## config.mk

```make
export PLATFORM = sky130hd
export DESIGN_NAME = regfile_write_arbiter
export DESIGN_NICKNAME = d
export VERILOG_FILES = /design/src/rtl/regfile_write_arbiter.sv
export SDC_FILE = /design/constraint.sdc
export NUM_CORES = 1
export LEC_CHECK = 0
export CAP_MARGIN = 20
export CORE_ASPECT_RATIO = 1.2
export CORE_MARGIN = 10
export CORE_UTILIZATION = 45
export DETAILED_ROUTE_END_ITERATION = 12
export GPL_TIMING_DRIVEN = 0
export PLACE_DENSITY = 0.8
export SETUP_SLACK_MARGIN = 0.1
export SLEW_MARGIN = 40
export SYNTH_ARGS = -nofsm -noshare
export SYNTH_HDL_FRONTEND = slang
export SYNTH_SLANG_ARGS = --single-unit
```

## constraint.sdc

```tcl
create_clock -name clk -period 2.7 [get_ports clk]
set_input_delay 0.54 -clock clk [delete_from_list [all_inputs] [get_ports clk]]
set_output_delay 0.54 -clock clk [all_outputs]
set_load 0.03 [all_outputs]
```

## src/rtl/regfile_write_arbiter.sv

```systemverilog
// rtl/regfile_write_arbiter.sv - merges ALU and load results into one registered register-file/PC write per cycle (optional load bypass: REGFILE_WB_BYPASS_EN)
module regfile_write_arbiter #(
    parameter int DEPTH = 2,
    parameter int DW    = 32
) (
    input  logic          clk,
    input  logic          reset,
    input  logic          alu_valid,
    input  logic [3:0]    alu_rd,
    input  logic [DW-1:0] alu_data,
    input  logic          ld_valid,
    output logic          ld_ready,
    input  logic [3:0]    ld_rd,
    input  logic [DW-1:0] ld_data,
    output logic          WE3,
    output logic [3:0]    A3,
    output logic [DW-1:0] WD3,
    output logic          pc_we,
    output logic [DW-1:0] pc_data,
    output logic [15:0]   busy
);

    localparam int PW = (DEPTH > 1) ? $clog2(DEPTH) : 1;
    localparam int CW = $clog2(DEPTH + 1);

    logic [3:0]    fifo_rd   [DEPTH];
    logic [DW-1:0] fifo_data [DEPTH];
    logic [PW-1:0] head;
    logic [PW-1:0] tail;
    logic [CW-1:0] count;

    logic          hs;
    logic          pop;
    logic          bypass;
    logic          do_push;
    logic          sel_valid;
    logic [3:0]    sel_rd;
    logic [DW-1:0] sel_data;
    logic [15:0]   busy_c;

    function automatic logic [PW-1:0] next_ptr(input logic [PW-1:0] p);
        next_ptr = (p == PW'(DEPTH - 1)) ? '0 : p + 1'b1;
    endfunction

    // Acceptance depends only on registered occupancy, never on this cycle's pop
    assign ld_ready = (count < CW'(DEPTH)) && !reset;

    // Source selection: ALU first, then FIFO head, then (optionally) a direct load
    always_comb begin
        hs        = ld_valid && ld_ready;
        pop       = !alu_valid && (count != '0);
`ifdef REGFILE_WB_BYPASS_EN
        bypass    = !alu_valid && (count == '0) && hs;
`else
        bypass    = 1'b0;
`endif
        do_push   = hs && !bypass;
        sel_valid = 1'b0;
        sel_rd    = '0;
        sel_data  = '0;
        if (alu_valid) begin
            sel_valid = 1'b1;
            sel_rd    = alu_rd;
            sel_data  = alu_data;
        end else if (pop) begin
            sel_valid = 1'b1;
            sel_rd    = fifo_rd[head];
            sel_data  = fifo_data[head];
        end else if (bypass) begin
            sel_valid = 1'b1;
            sel_rd    = ld_rd;
            sel_data  = ld_data;
        end
    end

    // Load FIFO storage and pointers; reset discards anything buffered
    always_ff @(posedge clk) begin
        if (reset) begin
            head  <= '0;
            tail  <= '0;
            count <= '0;
        end else begin
            if (do_push) begin
                fifo_rd[tail]   <= ld_rd;
                fifo_data[tail] <= ld_data;
                tail            <= next_ptr(tail);
            end
            if (pop) begin
                head <= next_ptr(head);
            end
            case ({do_push, pop})
                2'b10:   count <= count + 1'b1;
                2'b01:   count <= count - 1'b1;
                default: count <= count;
            endcase
        end
    end

    // Output registers: R15 goes to the PC port, everything else to the register file
    always_ff @(posedge clk) begin
        if (reset) begin
            WE3     <= 1'b0;
            A3      <= '0;
            WD3     <= '0;
            pc_we   <= 1'b0;
            pc_data <= '0;
        end else if (sel_valid) begin
            if (sel_rd == 4'd15) begin
                WE3     <= 1'b0;
                pc_we   <= 1'b1;
                pc_data <= sel_data;
            end else begin
                WE3     <= 1'b1;
                A3      <= sel_rd;
                WD3     <= sel_data;
                pc_we   <= 1'b0;
            end
        end else begin
            WE3   <= 1'b0;
            pc_we <= 1'b0;
        end
    end

    // Busy map: output registers plus every occupied FIFO slot, walked from head
    always_comb begin
        busy_c = '0;
        if (WE3) busy_c[A3] = 1'b1;
        if (pc_we) busy_c[15] = 1'b1;
        for (int i = 0; i < DEPTH; i++) begin
            if (i < int'(count)) begin
                busy_c[fifo_rd[PW'((int'(head) + i) % DEPTH)]] = 1'b1;
            end
        end
    end

    assign busy = reset ? '0 : busy_c;

endmodule

```

# Word level (Yosys, flattened, before mapping)
# Memories as Yosys holds them, arrays and structs flattened. A register that Yosys moved wholly into a read port is not among the register bits.
# Index checks and enable logic that the tools add are counted.
# totals
register_bits	74
ram_bits	72
wordCells	73
mem_count	2
# mem_list
name	words	width	rd	rd_ports_with_merged_regs	write_ports	line_no	source
fifo_data	2	32	1	1	1	27	logic [DW-1:0] fifo_data [DEPTH];
fifo_rd	2	4	2	1	1	26	logic [3:0] fifo_rd [DEPTH];
# op_classes
addsub	5
n_lt_le_gt_ge	9
eq_ne	3
mux	29
n_bitwise	4
reduce_logical	13
# op_table
cell	count
16-bit two-way mux	4
32-bit two-way mux	2
16-bit bitwise OR	2
1-bit two-way mux	17
4-bit by 5-bit < comparator with 1-bit output (second input constant)	3
1-bit demux with 4-bit select	3
4-bit by 1-bit greater-or-equal comparator with 1-bit output (second input constant)	3
4-bit two-way mux	2
1-bit logical AND	6
4-bit == test (second input constant)	1
1-bit by 2-bit < comparator with 1-bit output (first input constant)	2
2-bit case mux with 2 select lines	1
2-bit AND reduction	2
2-bit nonzero test	2
1-bit adder (second input constant)	3
2-bit by 1-bit adder with 2-bit output (second input constant)	1
2-bit by 1-bit == test with 1-bit output (second input constant)	1
2-bit == test (second input constant)	1
1-bit zero test	2
2-bit < comparator (second input constant)	1
1-bit NOT	2
2-bit OR reduction	1
2-bit by 1-bit subtractor with 2-bit output (second input constant)	1

# Longest topological paths before layout
# Gate-level depths: netlist (run 1).
# depth
depth_word	11
mapped_depth	10
depth_no_buf	8

# Least setup slack after synthesis (run 1)
# Ideal clock, no wire load.
# synth_path
kind	input to register
start	input reset
end	memory fifo_data[0][0], enable pin
setup_ns	0.429
arrival_time_ns	2.907
slack_ns	-0.636
stages	4
path_buffers	1
path_cell_list	clkbuf_1 -> nor2_1 -> nand2_1 -> nor2_1
# synth_via
elab_chain_cells	6
# synth_lines
element	line_no	source
start, declared	7	input logic reset,
1-bit zero test	46	assign ld_ready = (count < CW'(DEPTH)) && !reset;
1-bit logical AND	46	
net ld_ready	12	output logic ld_ready,
1-bit logical AND	50	hs = ld_valid && ld_ready;
1-bit two-way mux	83	if (do_push) begin
1-bit two-way mux	78	if (reset) begin
1-bit two-way mux (not written as such)	85	fifo_data[tail] <= ld_data;
end, declared	27	
# The timed path passes the listed nets, and every way through them passes these cells.

# Worst setup path in the final report (run 1)
# layout_path
start	register head
end	output busy[7]
# layout_via
elab_chain_cells	9
elab_cells_between_ends	10
cone_classes	1 x add/sub; 2 x order compare; 4 x mux; 1 x bitwise; 1 x reduce/logical; 1 x memory
# layout_lines
element	line_no	source
start, declared	28	logic [PW-1:0] head;
start signal, assigned	89	head <= next_ptr(head);
1-bit adder *	131	busy_c[fifo_rd[PW'((int'(head) + i) % DEPTH)]] = 1'b1;
memory 2 x 4 bit *	n/a	
4-bit by 5-bit < comparator with 1-bit output (not written as such) or 4-bit by 1-bit greater-or-equal comparator with 1-bit output (tied branches)	131	
1-bit logical AND (not written as such)	131	
1-bit two-way mux (not written as such)	131	
1-bit demux with 4-bit select *	131	
16-bit bitwise OR (no line) *	n/a	
16-bit two-way mux *	130	if (i < int'(count)) begin
16-bit two-way mux *	136	assign busy = reset ? '0 : busy_c;
end, declared	20	output logic [15:0] busy
# Every way passes the cells marked *; elsewhere a longest branch is shown, timed or not.

==> results of run 1 <==
==> where the power goes <==
group	internal (W)	total, W	switching [W]
combinational	0.00122	0.00275	0.00153
sequential	0.00258	0.00272	0.000148
clock	0.00137	0.00234	0.000964
==> repair_timing <==
item | in CTS | in global routing
endpoints found under the setup margin | 46 | 73
gates resized for setup | 146 | 56
cloned | 0 | 1
pin swaps | 15 | 12
buffers inserted | 1 | 16
==> path summary, 6_finish.rpt <==
check                          end  depth (start not counted)
max                        busy[7]                          6
max reg2reg   WD3[29]$_SDFFE_PP0P_                          9
min reg2reg  count[1]$_SDFFE_PP0P_                          2
min          count[1]$_SDFFE_PP0P_                          2
==> kinds of logic after synthesis <==
kind of cell    count (synthesis)
simple gates                  130
xor+xnor                        4
mux                            78
compound gates                153
flops                         147
fa+ha+maj                       3
buf+inv                        50
==> synthesized netlist by cell type, drive strengths merged, types with 8 or more instances <==
library cell | count | area, sq um
a211oi | 33 | 247.7
nand2 | 22 | 82.58
edfxtp | 72 | 2162
a21oi | 23 | 115.1
nor2 | 44 | 165.2
clkbuf | 33 | 123.9
a41oi | 32 | 280.3
mux2i | 10 | 100.1
nor2b | 35 | 219.0
a22oi | 47 | 352.8
dfxtp | 75 | 1501
mux2 | 68 | 874.6
o21a | 8 | 68.81
buf | 14 | 87.58
==> metal layers <==
| metal | share of wire [%] | GRT usage, % | vias up |
|---|---|---|---|
| li1 | - | - | 2557 |
| met1 | 39 | 23.13 | 2757 |
| met2 | 53 | 38.31 | 249 |
| met3 | 5.4 | 4.596 | 43 |
| met4 | 2.8 | 7.586 | 0 |
| met5 | 0 | 0 | - |
==> cell type report <==
type                            count  share of cell area (%)
Sequential cell                   147                   37.79
Inverter                            3                  0.1159
Timing Repair Buffer              181                   18.37
Multi-Input combinational cell    368                   32.50
Clock inverter                     14                   1.571
Tap cell                          200                   2.575
Buffer                             47                   2.665
Clock buffer                       18                   4.416
==> metrics by stage <==
| step | instance area (sq um) | cells | total power (W) | util [%] |
|---|---|---|---|---|
| after floorplan | 6744 | 565 | 0.004268 | - |
| after global placement | 8606 | 926 | 0.005018 | 59.21 |
| after detailed placement | 8653 | 928 | 0.005107 | 59.54 |
| after CTS | 9400 | 961 | 0.007603 | 64.68 |
| after global routing | 9718 | 978 | 0.008101 | 66.86 |
| final | 9718 | 978 | 0.007811 | 66.86 |
==> flip-flops by register name (all words and copies together), names as in the netlist, named ones only <==
register,flops
WE3,1
WD3,32
pc_data,32
count,2
head,1
A3,4
pc_we,1
fifo_rd,8
tail,1
fifo_data,64
==> worst max-delay path: cells and delay by family, from the launching register on <==
family / cells / cell delay (ns)
flops: 1 / 0.35
simple gates: 1 / 0.34
mux: 1 / 0.33
buf+inv: 2 / 0.31
compound gates: 2 / 0.30
==> impl_metrics.csv, run 1 <==
group,metric,value,unit
critical_path,max_stage_delay,0.35,ns
sta,slew_violations,0,
placed_design,portBuffers,161,
yosys,synthesis.area,6736,sq um
critical_path,crit_chain,"buf_8 -> mux2_4 -> nor3_4 -> a22oi_2 -> a21oi_1 -> buf_4",
cells_and_area,layout_common_cells,"clkdlybuf4s50_1 (145), dfxtp_1 (72), edfxtp_1 (72)",
route,vias,5606,
floorplan,core_area,14530,sq um
clock_tree,htreeDepth,4,
yosys,synth_simple_gate_area_share,9.751,%
floorplan,io_pins,163,
status,status,"finished clean",
clock_tree,hold_buffers,0,
floorplan,dieArea,20280,sq um
route,drtIter0Drc,429,
yosys,syn_nets,644,
power_and_ir_drop,vdd_ir_drop_max,414.4,uV
clock_tree,cts_sinks,147,
sta,grt_setup_unrepaired,"yes",
critical_path,worstSetupStartpointType,"flop",
critical_path,r2r_start,"count[0]$_SDFFE_PP0P_",
route,drc,0,
critical_path,cp_max_fo,5,
route,drt-total-wl,22.02,mm
critical_path,critical_path_arrival,2.06,ns
grt,grtUsageTotal,20.90,%
placed_design,pre_cts_ws,-0.6716,ns
sta,fin_ws,0.1038,ns
sta,timing.hold.ws,0.5626,ns
sta,skew,0.01191,ns
yosys,ys_types,40,
cells_and_area,layout_commonest_cell,"clkdlybuf4s50_1",
sta,setup_viol,0,
yosys,synth_ff_type,"dfxtp_1",
yosys,synth-edff-count,72,
route,vias_per_cell,5.732,
yosys,synth_cells,565,
worst_hold_path,hp-class,"flop to flop",
yosys,synth-seq-cells,147,
clock_tree,insertion_delay,0.43,ns
grt,antenna_found_initial,0,
clock_tree,cts_tree,"yes",
worst_hold_path,hold_start,"count[1]$_SDFFE_PP0P_",
sta,slew_headroom,54.74,%
placed_design,dpl.hpwl,16.15,mm
cells_and_area,nets,844,
power_and_ir_drop,powerDensity,803.8,nW/um^2
sta,finalCritPeriodShare,96.16,%
yosys,synth_fa_ha_area_share,0.5572,%
critical_path,slowest_stage,"dfxtp_4",
clock_tree,cts_buffer_depth,2,
sta,finalSetupTns,0,ns
cells_and_area,syn2layout_area_growth,44.26,%
cells_and_area,nFillCells,1091,
sta,hold_viol,0,
yosys,synth_xor_area_share,0.5201,%
yosys,synthArstFlopShare,0,%
route,detail-route-antenna-nets,0,
grt,grt_pass1_vias,5960,
cells_and_area,multi_input_area,3158,sq um
critical_path,path_class,"flop to output port",
floorplan,fp.dieH,154.0,microns
yosys,yosys_warnings,0,
yosys,synth_compound_area_share,17.01,%
sta,fin_crit,2.596,ns
flow_run,drv_cap,0,
critical_path,required,2.16,ns
power_and_ir_drop,p_leak,3.345,nW
clock_tree,clk_pin_slew,0.07,ns
route,wl_per_cell,22.51,microns
critical_path,startpoint,"head$_SDFFE_PP0P_",
route,dr.pass1.iters,5,
yosys,ys_seq_area_share,54.38,%
sta,max_freq,0.3852,GHz
critical_path,rrSetupSlack,0.15,ns
grt,grt_pass1_wl,33.64,mm
placed_design,gp_congestion,0.8446,
critical_path,crit_path_end_kind,"output port",
floorplan,fp.dieW,131.7,microns
clock_tree,cts_made_buffers,17,
yosys,syn_avg_cell_area,11.92,sq um
cells_and_area,ff_latch_area,3672,sq um
grt,grt_max_degree,37,
cells_and_area,post_route_cells_drive_above_1_share,26.86,%
floorplan,core.rowCount,48,
yosys,synth_mux_area_share,14.47,%
floorplan,start_util,46.35,%
grt,overflow,0,
cells_and_area,n_antenna_cell,0,
yosys,synth_top_family_by_area,"compound AO/OA/AOI/OAI gates",
clock_tree,clockRootBuffer,"clkbuf_16",
sta,worst_pin_slew,0.6788,ns
Note: power is estimated with default switching activity, not from simulation.
==> run 2, diff against run 1 <==
CORE_MARGIN = not set   (was 10)
CORE_UTILIZATION = 50   (was 45)
PLACE_DENSITY = 0.84   (was 0.8)
clock period = 2.6 ns   (was 2.7 ns; I/O delays follow)
==> impl_metrics.csv, run 2 (synthesis results as in run 1) <==
group,metric,value,unit
sta,worst_pin_slew,0.7401,ns
grt,antenna_found_initial,0,
sta,hold_viol,0,
critical_path,reg2reg_to,"WD3[25]$_SDFFE_PP0P_",
critical_path,critical_path_arrival,2.08,ns
floorplan,core.rowCount,46,
clock_tree,cts_made_buffers,17,
placed_design,pre_cts_ws,-0.8423,ns
sta,max_freq,0.3846,GHz
route,vias,5660,
clock_tree,clockRootBuffer,"clkbuf_16",
sta,fin_crit,2.600,ns
sta,finalCritPeriodShare,99.99,%
sta,skew,0.01126,ns
critical_path,critPathBufInv,1,
placed_design,dp_cells,896,
floorplan,core_area,13180,sq um
cells_and_area,layout_common_cells,"clkdlybuf4s50_1 (145), edfxtp_1 (72), dfxtp_1 (71)",
power_and_ir_drop,vdd_ir_drop_max,482.8,uV
cells_and_area,nets,840,
critical_path,r2r_cells,9,
sta,timing.hold.ws,0.5233,ns
cells_and_area,stdcell_area,9702,sq um
critical_path,crit_family,"flip-flops",
sta,grt_setup_unrepaired,"yes",
grt,overflow,0,
cells_and_area,regMostFlops,"fifo_data",
cells_and_area,n_antenna_cell,0,
clock_tree,cts_tree,"yes",
route,drtIter0Drc,443,
cells_and_area,nFillCells,848,
power_and_ir_drop,powerDensity,834.2,nW/um^2
cells_and_area,post_route_cells_drive_above_1_share,27.39,%
grt,grt_pass1_wl,30.51,mm
status,status,"finished clean",
cells_and_area,ff_latch_area,3671,sq um
route,detail-route-antenna-nets,0,
sta,setup_viol,0,
floorplan,start_util,51.11,%
worst_hold_path,hp-class,"flop to flop",
clock_tree,insertion_delay,0.42,ns
critical_path,slowest_stage,"edfxtp_1",
floorplan,dieArea,13940,sq um
flow_run,drv_cap,0,
clock_tree,cts_buffer_depth,2,
route,dr.pass1.iters,5,
cells_and_area,fin_cells,942,
cells_and_area,layout_commonest_cell,"clkdlybuf4s50_1",
floorplan,io_pins,163,
cells_and_area,syn2layout_area_growth,44.02,%
clock_tree,cts_sinks,147,
placed_design,gp_congestion,0.8890,
route,drt-total-wl,20.31,mm
critical_path,worstSetupStartpointType,"flop",
sta,slew_headroom,50.66,%
power_and_ir_drop,power,0.008093,W
placed_design,dpl.hpwl,13.93,mm
cells_and_area,top_regs,"fifo_data (64), WD3 (32), pc_data (32)",
clock_tree,htreeDepth,4,
critical_path,crit_path_end_kind,"output port",
floorplan,fp.dieW,108.0,microns
sta,fin_ws,0.0002032,ns
placed_design,placed_cell_area,8658,sq um
route,wl_per_cell,21.56,microns
worst_hold_path,hold_start,"count[1]$_SDFFE_PP0P_",
critical_path,crit_chain,"mux2_4 -> nor3_4 -> a22oi_2 -> a21oi_2 -> buf_6",
grt,grt_max_degree,37,
cells_and_area,multi_input_area,3169,sq um
worst_hold_path,whs_path_depth,2,
critical_path,required,2.08,ns
cells_and_area,largest_register_ff_count,64,
critical_path,max_stage_delay,0.52,ns
grt,grt_pass1_vias,5728,
critical_path,r2r_start,"count[0]$_SDFFE_PP0P_",
grt,grtUsageTotal,29.15,%
route,vias_per_cell,6.008,
route,drc,0,
power_and_ir_drop,p_leak,3.350,nW
placed_design,portBuffers,161,
clock_tree,clk_pin_slew,0.06,ns
worst_hold_path,hold_end,"count[1]$_SDFFE_PP0P_",
sta,slew_violations,0,
floorplan,fp.dieH,129.2,microns
critical_path,path_class,"flop to output port",
critical_path,rrSetupSlack,0.14,ns
critical_path,cp_max_fo,6,
run 2: cell types whose count changed in the layout (fill, tap and decap cells not counted), moves of 2 or more:
| cell | change |
|---|---|
| buf_6 | +5 |
| dfxtp_2 | +2 |
| a21oi_1 | -7 |
| clkbuf_1 | -2 |
| buf_12 | +4 |
| o21ai_2 | -3 |
| buf_4 | -13 |
| a21oi_2 | +8 |
| clkbuf_2 | +4 |
| inv_6 | -3 |
| o21ai_1 | +3 |
| clkinvlp_4 | -2 |
run 2: layer usage:
layer | part of all wire (%) | vias up | GRT usage, %
met4 | 3.8 | 0 | 10.56
met5 | 0 | - | 0
met3 | 6.1 | 62 | 6.489
li1 | - | 2558 | -
met1 | 39 | 2765 | 33.83
met2 | 51 | 275 | 52.38
run 2: per-stage QoR:
| stage | util, % | setup TNS (ns) |
|---|---|---|
| 2_1_floorplan | - | 0 |
| 3_3_place_gp | 65.34 | -38.50 |
| 3_5_place_dp | 65.69 | -41.10 |
| 4_1_cts | 72.14 | 0 |
| 5_1_grt | 73.61 | -0.1654 |
| 6_report | 73.61 | 0 |
run 2: worst min-delay path, delay by kind of cell (launching register included):
family / cells / cell delay (ns)
flip-flops: 1 / 0.33
buffers and inverters: 1 / 0.08
AO/OA/AOI/OAI: 1 / 0.07
run 2: repair_timing:
item	CTS	global route
setup endpoints to repair	78	71
gates resized for setup	167	50
pin swaps	16	20
buffers inserted	4	10
hold buffers	0	0
run 2: power by group:
part	total, W	switching, W	internal (W)
Clock	0.00238	0.000960	0.00142
Combinational	0.00290	0.00159	0.00131
Sequential	0.00281	0.000140	0.00267
run 2: worst max path at each step:
| stage | slack, ns | start | cells past startpoint | end |
|---|---|---|---|---|
| final | 0.0002 | fifo_rd[1][3]$_DFFE_PP_ | 5 | busy[7] |
| after global placement | -0.84 | reset | 6 | busy[12] |
| after CTS | 0.08 | head$_SDFFE_PP0P_ | 6 | busy[11] |
| after floorplan | 0.08 | reset | 5 | busy[12] |
| after detailed placement | -0.84 | reset | 6 | busy[12] |
| after global routing | -0.06 | fifo_rd[1][3]$_DFFE_PP_ | 5 | busy[7] |
run 2: area by class of cell:
type | instances | share of cell area [%]
tap | 168 | 2.167
clock buffer | 20 | 4.501
clock inverter | 12 | 1.354
sequential | 147 | 37.84
timing repair buffer | 177 | 18.33
buffer | 47 | 3.031
inverter | 3 | 0.1161
multi-input combinational | 368 | 32.67
